<file path="config.mk">
export PLATFORM = sky130hd
export DESIGN_NAME = spi_tx_queue
export DESIGN_NICKNAME = d
export VERILOG_FILES = /design/src/rtl/spi_tx_queue.sv
export SDC_FILE = /design/constraint.sdc
export NUM_CORES = 1
export LEC_CHECK = 0
export BUFFER_PORTS_ARGS = -buffer_cell sky130_fd_sc_hd__clkbuf_2
export CELL_PAD_IN_SITES_DETAIL_PLACEMENT = 0
export CELL_PAD_IN_SITES_GLOBAL_PLACEMENT = 1
export CORE_ASPECT_RATIO = 0.5
export CORE_MARGIN = 5
export CORE_UTILIZATION = 48
export CTS_CLUSTER_DIAMETER = 100
export DETAILED_ROUTE_END_ITERATION = 10
export PLACE_DENSITY = 0.87
export REMOVE_ABC_BUFFERS = 1
export SKIP_LAST_GASP = 1
export SLEW_MARGIN = 15
export SYNTH_ARGS = -nofsm -noshare
export SYNTH_HDL_FRONTEND = slang
export SYNTH_SLANG_ARGS = --single-unit
export TNS_END_PERCENT = 30
</file>
<file path="constraint.sdc">
create_clock -name clk -period 2.5 [get_ports clk]
set_clock_uncertainty 0.05 [all_clocks]
set_input_delay 0 -clock clk [delete_from_list [all_inputs] [get_ports clk]]
set_output_delay 0 -clock clk [all_outputs]
set_load 0.02 [all_outputs]
</file>
<file path="src/rtl/spi_tx_queue.sv">
// SPI output driver for the display port: a small transmit FIFO that drains words
// back-to-back as SPI frames with selectable clock polarity.
module spi_tx_queue #(
  parameter int DATA_W  = 8,
  parameter int DEPTH   = 4,
  parameter int FREQDIV = 25,
  parameter int CPOL    = 1
) (
  input  logic                     clk,
  input  logic                     reset,
  input  logic                     wr_en,
  input  logic [DATA_W+1:0]        din,
  output logic                     full,
  output logic                     empty,
  output logic [$clog2(DEPTH):0]   level,
  output logic                     busy,
  output logic                     overflow,
  output logic [7:0]               dout
);

  localparam int   AW    = $clog2(DEPTH);
  localparam int   DIVW  = $clog2(FREQDIV);
  localparam int   BCW   = $clog2(DATA_W + 1);
  localparam logic IDLE_SCK = 1'(CPOL);

  typedef enum logic [1:0] {IDLE, START, TRANS, STOP} state_t;

  logic [DATA_W:0]   mem [DEPTH];
  logic [AW-1:0]     wr_ptr, rd_ptr;
  logic [AW:0]       cnt;
  logic [DATA_W:0]   head;
  logic              push_ok, pop, pwr_cmd;
  logic              pmoden, vccen, res_n;

  state_t            state, state_nx;
  logic [DIVW-1:0]   div, div_nx;
  logic [BCW-1:0]    bitcnt, bitcnt_nx;
  logic [DATA_W-1:0] shreg, shreg_nx;
  logic              sck, sck_nx, sdo, sdo_nx, cs_n, cs_n_nx, dc_n, dc_n_nx;
  logic              div_last;

  assign full     = (cnt == (AW+1)'(DEPTH));
  assign empty    = (cnt == '0);
  assign level    = cnt;
  assign busy     = (state != IDLE) || !empty;
  assign head     = mem[rd_ptr];
  assign pwr_cmd  = wr_en && din[DATA_W+1];
  // full is taken before any same-cycle pop, so a push while full is dropped
  assign push_ok  = wr_en && !din[DATA_W+1] && !full;
  assign div_last = (div == DIVW'(FREQDIV - 1));
  assign dout     = {pmoden, vccen, res_n, dc_n, sck, 1'b0, sdo, cs_n};

  always_ff @(posedge clk) begin
    if (push_ok) mem[wr_ptr] <= din[DATA_W:0];
  end

  always_ff @(posedge clk) begin
    if (reset) begin
      wr_ptr   <= '0;
      rd_ptr   <= '0;
      cnt      <= '0;
      overflow <= 1'b0;
      pmoden   <= 1'b0;
      vccen    <= 1'b0;
      res_n    <= 1'b0;
    end else begin
      res_n <= 1'b1;
      if (push_ok) wr_ptr <= wr_ptr + AW'(1);
      if (pop)     rd_ptr <= rd_ptr + AW'(1);
      case ({push_ok, pop})
        2'b10:   cnt <= cnt + (AW+1)'(1);
        2'b01:   cnt <= cnt - (AW+1)'(1);
        default: cnt <= cnt;
      endcase
      if (pwr_cmd) begin
        pmoden <= 1'b1;
        vccen  <= 1'b1;
      end
      if (wr_en && !din[DATA_W+1] && full) overflow <= 1'b1;
    end
  end

  always_ff @(posedge clk) begin
    if (reset) begin
      state  <= IDLE;
      div    <= '0;
      bitcnt <= '0;
      shreg  <= '0;
      sck    <= IDLE_SCK;
      sdo    <= 1'b0;
      cs_n   <= 1'b1;
      dc_n   <= 1'b0;
    end else begin
      state  <= state_nx;
      div    <= div_nx;
      bitcnt <= bitcnt_nx;
      shreg  <= shreg_nx;
      sck    <= sck_nx;
      sdo    <= sdo_nx;
      cs_n   <= cs_n_nx;
      dc_n   <= dc_n_nx;
    end
  end

  always_comb begin
    state_nx  = state;
    div_nx    = div + DIVW'(1);
    bitcnt_nx = bitcnt;
    shreg_nx  = shreg;
    sck_nx    = sck;
    sdo_nx    = sdo;
    cs_n_nx   = cs_n;
    dc_n_nx   = dc_n;
    pop       = 1'b0;
    case (state)
      IDLE: begin
        sck_nx = IDLE_SCK;
        div_nx = '0;
        if (!empty) begin
          pop       = 1'b1;
          shreg_nx  = head[DATA_W-1:0];
          dc_n_nx   = head[DATA_W];
          cs_n_nx   = 1'b0;
          bitcnt_nx = BCW'(DATA_W);
          state_nx  = START;
        end
      end
      START: begin
        if (div_last) begin
          div_nx   = '0;
          state_nx = TRANS;
        end
      end
      TRANS: begin
        if (div_last) begin
          div_nx = '0;
          if (sck == IDLE_SCK) begin
            sck_nx    = ~IDLE_SCK;
            sdo_nx    = shreg[DATA_W-1];
            bitcnt_nx = bitcnt - BCW'(1);
          end else begin
            sck_nx   = IDLE_SCK;
            shreg_nx = shreg << 1;
            if (bitcnt == '0) state_nx = STOP;
          end
        end
      end
      STOP: begin
        if (div_last) begin
          div_nx   = '0;
          cs_n_nx  = 1'b1;
          state_nx = IDLE;
        end
      end
      default: state_nx = IDLE;
    endcase
  end

endmodule

</file>
==> flow_summary_export.csv, run 1 <==
group,metric,value,unit
place,gp_congestion,0.8293,
timing,holdWs,0.2082,ns
clocking,ctsRootBufferMaster,"clkbuf_16",
logic_synthesis,yosys-top-cells-area,"edfxtp_1 35%, dfxtp_1 22%, mux4_2 6.5%",
floorplanning,die_w,124.3,um
logic_synthesis,yosysSeqAreaShare,56.87,%
logic_synthesis,synth_top_area_share,34.50,%
cells_and_area,nets,309,
clocking,cts_tree,"yes",
cells_and_area,diodes,0,
critical_path,criticalPathCategory,"flop to flop",
clocking,cts_setup_buffers,0,
clocking,clkSinkCount,71,
clocking,numCtsBuffers,9,
critical_path,cp-end-kind,"flop",
timing,fin_tns_setup,0,ns
drt,vias,1923,
critical_path,crit_path_cell_trace,"inv_1 > ha_1 > nand2b_1 > inv_1 > ha_1 > inv_1 > fa_1 > xor2_1 > or3_1 > a21oi_1",
clocking,cts.path.max_buffers,2,
logic_synthesis,synth_common_cells,"36 x edfxtp_1, 35 x dfxtp_1, 19 x a21oi_1",
floorplanning,std_cell_rows,20,
place,port_buffers,26,
timing,layout_min_cycle_time,2.328,ns
critical_path,worst_path_largest_cell_delay,0.37,ns
global_routing,grt_usage,15.28,%
critical_path,worstPathMaxFanout,4,
logic_synthesis,yosys_warnings,0,
logic_synthesis,yosysUniqueCellTypes,44,
logic_synthesis,synth.most_common_cell,"edfxtp_1",
critical_path,cp_common_cell,"inv_1",
critical_path,required,2.69,ns
power_and_ir_drop,clock_power_share,31.6,%
flow_run,drv_cap,0,
timing,finalSetupViolCount,0,
power_and_ir_drop,max-vdd-ir-drop,0.0004548,V
clocking,h-tree-depth,3,
power_and_ir_drop,netSwitchingPower,1.325,mW
drt,avgViaCountPerCell,5.142,
critical_path,cp-start-kind,"flop",
timing,worst_slew_pin_slew,0.6421,ns
cells_and_area,area_delta_synth_final,18.09,%
drt,drc,0,
power_and_ir_drop,pwr-share-comb,30.7,%
logic_synthesis,synth_area,3133,um^2
clocking,clk_latency,0.33,ns
drt,wl_per_cell,15.41,um
floorplanning,die-area,8341,um^2
global_routing,grt_pass1_wl,9591,um
timing,max_clock_freq,0.4296,GHz
global_routing,antenna_found_initial,0,
power_and_ir_drop,p_leak,1.357,nW
global_routing,grt_pass1_vias,1965,
timing,max-slew-margin-rel,57.13,%
worst_hold_path,hold_class,"primary input to flop",
place,dpl.hpwl,4021,um
timing,drv_slew,0,
drt,firstDrtPassIters,4,
floorplanning,start_util,50.48,%
logic_synthesis,ys_seq_elements,71,
power_and_ir_drop,intPower,2.742,mW
run_status,outcome,"finished clean",
cells_and_area,drive_gt1_share,22.73,%
logic_synthesis,synth_ff_type,"edfxtp_1",
floorplanning,coreArea,6206,um^2
drt,wl,5762,um
timing,fin_crit_sh,93.11,%
logic_synthesis,yosys.area.top_type,"edfxtp_1",
logic_synthesis,synth.avg_cell_area,12.63,um^2
drt,detail-route-antenna-nets,0,
power_and_ir_drop,switching_share,32.58,%
power_and_ir_drop,p_seq_share,37.7,%
floorplanning,io_pins,28,
timing,finalHoldViolCount,0,
power_and_ir_drop,pwr_density_cell,1099,nW/um^2
logic_synthesis,syn_inst,248,
critical_path,crit_slowest_cell,"fa_1",
global_routing,grt_overflow,0,
global_routing,grt_max_degree,28,
drt,drt_iter0_markers,59,
floorplanning,die_y,67.13,um
logic_synthesis,synth-async-reset-ratio,0,%
critical_path,worstPathArrival,2.52,ns
logic_synthesis,synth_edf_count,36,
timing,rsz0062_at_grt,"false",
clocking,path_clk_slew,0.06,ns
-- timing repair --
item                                   4_1_cts  5_1_grt
gates resized for setup                      0        0
hold buffers                                12        0
endpoints found under the hold margin       38        0
-- layer usage --
| metal | vias to the layer above | global-route usage, % | share of wire (%) |
|---|---|---|---|
| li1 | 941 | - | - |
| met1 | 929 | 16.45 | 43 |
| met2 | 43 | 27.42 | 51 |
| met3 | 10 | 5.765 | 4.4 |
| met4 | 0 | 7.240 | 1.6 |
| met5 | - | 0 | 0 |
-- worst paths after layout --
path / start / endpoint / slack [ns] / depth (start not counted)
worst max-delay path: state[0] / level[2] / 0.17 / 10
worst min-delay path: reset / wr_ptr[0] / 0.21 / 2
worst max register to register: state[0] / level[2] / 0.17 / 10
worst min register to register: sdo / sdo / 0.41 / 2
-- layout by cell type (no fill, tap or decap), types with 6 or more instances in the layout --
| cell type | Yosys | routed |
|---|---|---|
| edfxtp_1 | 36 | 36 |
| mux4_2 | 9 | 9 |
| a211oi_2 | 7 | 7 |
| a21oi_1 | 19 | 19 |
| inv_1 | 18 | 18 |
| nor2_1 | 18 | 18 |
| mux2i_1 | 9 | 9 |
| clkbuf_16 | 0 | 9 |
| o21ai_0 | 6 | 6 |
| clkbuf_2 | 0 | 26 |
| nand2_1 | 9 | 9 |
| dlygate4sd3_1 | 0 | 12 |
| dfxtp_1 | 35 | 35 |
| ha_1 | 14 | 14 |
-- cell families (layout without fill, tap and decap cells) --
kind of cell / after synthesis / in the layout / synth area share [%]
adders and majority gates: 15 / 15 / 6.230
buffers and inverters: 37 / 75 / 6.190
DFF: 71 / 71 / 56.87
xor gates and xnor gates: 8 / 8 / 2.237
other: 1 / 1 / 0.1197
AOI/OAI and AO/OA: 43 / 43 / 9.665
muxes: 18 / 18 / 9.345
and+or+nand+nor: 55 / 55 / 9.345
-- cell type report --
cell class | instances | area [um^2]
well taps | 88 | 110.1
clock buffers | 12 | 256.5
clock inverters | 4 | 53.80
inverters | 18 | 67.56
repair buffers | 41 | 272.8
fillers | 517 | 2506
multi-input cells | 140 | 1157
flip-flops and latches | 71 | 1782
-- through the flow --
stage / setup WS [ns] / total power, mW / util, % / instances / instance area (um^2)
3_5_place_dp: 0.1687 / 2.799 / 52.68 / 346 / 3269
2_1_floorplan: 0.1585 / 2.444 / - / 229 / 3007
5_1_grt: 0.01034 / 4.317 / 59.62 / 374 / 3700
3_3_place_gp: 0.3008 / 2.742 / 52.68 / 346 / 3269
4_1_cts: 0.1515 / 4.110 / 59.62 / 374 / 3700
6_report: 0.1724 / 4.067 / 59.62 / 374 / 3700
-- worst max-delay path, delay by kind of cell, from the launching register on --
family,cells,cell delay [ns]
AND/OR/NAND/NOR,2,0.43
adder cells (fa/ha/maj),3,0.79
AO/OA/AOI/OAI,1,0.16
buffers and inverters,3,0.34
XOR/XNOR,1,0.16
flip-flops,1,0.32
-- power groups by stage --
stage | sequential [mW] | combinational (mW) | clock, mW
6_report | 1.53 | 1.25 | 1.29
3_5_place_dp | 1.56 | 1.24 | 0
4_1_cts | 1.54 | 1.26 | 1.31
5_1_grt | 1.56 | 1.39 | 1.37
2_1_floorplan | 1.57 | 0.874 | 0
3_3_place_gp | 1.54 | 1.20 | 0
-- sequential cells by signal, indices dropped and copies added, names as in the netlist, named ones only --
name      cells
res_n         1
overflow      1
state         2
dc_n          1
wr_ptr        2
sdo           1
shreg         8
div           5
sck           1
rd_ptr        2
cs_n          1
level         3
bitcnt        4
mem          36
vccen         1
Note: power is estimated with default switching activity, not from simulation.
==> run 2: changes to the inputs <==
==> constraint.sdc (replaced) <==
create_clock -name clk -period 2.3 [get_ports clk]
set_clock_uncertainty 0.05 [all_clocks]
set_input_delay 0 -clock clk [delete_from_list [all_inputs] [get_ports clk]]
set_output_delay 0 -clock clk [all_outputs]
set_load 0.02 [all_outputs]
==> flow_summary_export.csv, run 2 (synthesis results as in run 1) <==
group,metric,value,unit
global_routing,grt_max_degree,16,
clocking,cts_tree,"yes",
timing,max_clock_freq,0.4613,GHz
critical_path,required,2.50,ns
critical_path,worstPathMaxFanout,6,
timing,rsz0062_at_grt,"false",
critical_path,crit_path_cell_trace,"nor3_1 > nand2b_1 > inv_2 > ha_2 > inv_1 > fa_1 > xor2_1 > or3_1 > a21oi_1",
cells_and_area,regMostFlops,"mem",
clocking,clk_latency,0.33,ns
power_and_ir_drop,max-vdd-ir-drop,0.0005508,V
clocking,clkSinkCount,71,
global_routing,grt_usage,15.47,%
cells_and_area,register_area,1783,um^2
power_and_ir_drop,p_total,4.371,mW
cells_and_area,layout_common_cells,"36 x edfxtp_1, 34 x dfxtp_1, 26 x clkbuf_2",
place,place_inst,351,
place,gp_congestion,0.7720,
cells_and_area,final_common_cell,"edfxtp_1",
critical_path,criticalPathCategory,"flop to flop",
cells_and_area,top_regs,"mem x36, shreg x8, div x5",
drt,vias,1971,
power_and_ir_drop,pwr_density_cell,1179,nW/um^2
clocking,path_clk_slew,0.06,ns
cells_and_area,multi_input_area,1162,um^2
cells_and_area,area_delta_synth_final,18.37,%
run_status,outcome,"finished clean",
floorplanning,die_y,67.13,um
drt,detail-route-antenna-nets,0,
floorplanning,die_w,124.3,um
timing,finalHoldViolCount,0,
clocking,h-tree-depth,3,
cells_and_area,nets,314,
drt,wl_per_cell,14.90,um
drt,drt_iter0_markers,100,
floorplanning,start_util,50.48,%
cells_and_area,fillCellCount,500,
global_routing,grt_pass1_vias,2013,
drt,wl,5646,um
clocking,numCtsBuffers,9,
clocking,ctsRootBufferMaster,"clkbuf_16",
timing,holdWs,0.02331,ns
global_routing,grt_pass1_wl,9701,um
floorplanning,io_pins,28,
place,dpl.hpwl,3993,um
worst_hold_path,hold_class,"primary input to flop",
place,port_buffers,26,
critical_path,worst_path_largest_cell_delay,0.43,ns
critical_path,cp-end-kind,"flop",
critical_path,worstPathArrival,2.37,ns
drt,drc,0,
timing,layout_min_cycle_time,2.168,ns
critical_path,crit_start,"level[0]",
cells_and_area,drive_gt1_share,26.12,%
timing,drv_slew,0,
critical_path,crit_slowest_cell,"dfxtp_1",
floorplanning,coreArea,6206,um^2
clocking,cts.path.max_buffers,2,
timing,fin_crit_sh,94.25,%
cells_and_area,largest_reg_flops,36,
drt,firstDrtPassIters,4,
cells_and_area,diodes,0,
timing,finalSetupViolCount,0,
flow_run,drv_cap,0,
cells_and_area,stdcell_count,379,
critical_path,cp-start-kind,"flop",
drt,avgViaCountPerCell,5.201,
floorplanning,die-area,8341,um^2
worst_hold_path,hold_path_startpoint,"reset",
floorplanning,std_cell_rows,20,
global_routing,grt_overflow,0,
global_routing,antenna_found_initial,0,
power_and_ir_drop,p_leak,1.361,nW
critical_path,r2r-start,"level[0]",
-- run 2: final cells by class --
cell class / count / area share [%]
Sequential cell: 71 / 48.08
Tap cell: 88 / 2.969
Clock inverter: 6 / 1.248
Timing Repair Buffer: 46 / 8.367
Clock buffer: 10 / 6.174
Multi-Input combinational cell: 140 / 31.34
Inverter: 18 / 1.822
-- run 2: path summary, 6_finish.rpt --
check                                 to  slack, ns  cells past startpoint
worst min register to register    div[0]       0.41                      1
worst max register to register  level[2]       0.13                      9
worst max-delay path            level[2]       0.13                      9
worst min-delay path            shreg[1]       0.02                      2
-- run 2: repair_timing --
item / CTS / global route
setup buffers: 0 / 0
endpoints found under the setup margin: 0 / 1
gates resized for setup: 0 / 6
hold buffers: 12 / 0
hold endpoints to repair: 38 / 0
-- run 2: through the flow --
| stage | TNS, ns | setup slack, ns | area [um^2] | util, % |
|---|---|---|---|---|
| after detailed placement | 0 | 0.02803 | 3307 | 53.29 |
| final | 0 | 0.1322 | 3709 | 59.76 |
| after global placement | 0 | 0.1516 | 3307 | 53.29 |
| after CTS | 0 | 0.01449 | 3702 | 59.66 |
| after floorplan | -0.04154 | -0.04154 | 3007 | - |
| after global routing | 0 | 0.004367 | 3709 | 59.76 |
-- run 2: power breakdown --
part / switching [mW] / internal (mW)
registers: 0.123 / 1.51
logic: 0.840 / 0.638
clock network: 0.526 / 0.734
total: 1.49 / 2.88
-- run 2: routing by layer --
metal / part of all wire, % / global-route usage [%] / vias up
met4: 1.2 / 5.601 / 0
met5: 0 / 0 / -
met1: 42 / 16.36 / 967
li1: - / - / 958
met2: 51 / 27.62 / 38
met3: 5.4 / 7.446 / 8
-- run 2: worst max-delay path, delay by kind of cell (launching register included) --
kind                     cells  cell delay, ns
AND/OR/NAND/NOR              3            0.58
adder cells (fa/ha/maj)      2            0.57
flip-flops                   1            0.43
XOR/XNOR                     1            0.16
AO/OA/AOI/OAI                1            0.16
buffers and inverters        2            0.14
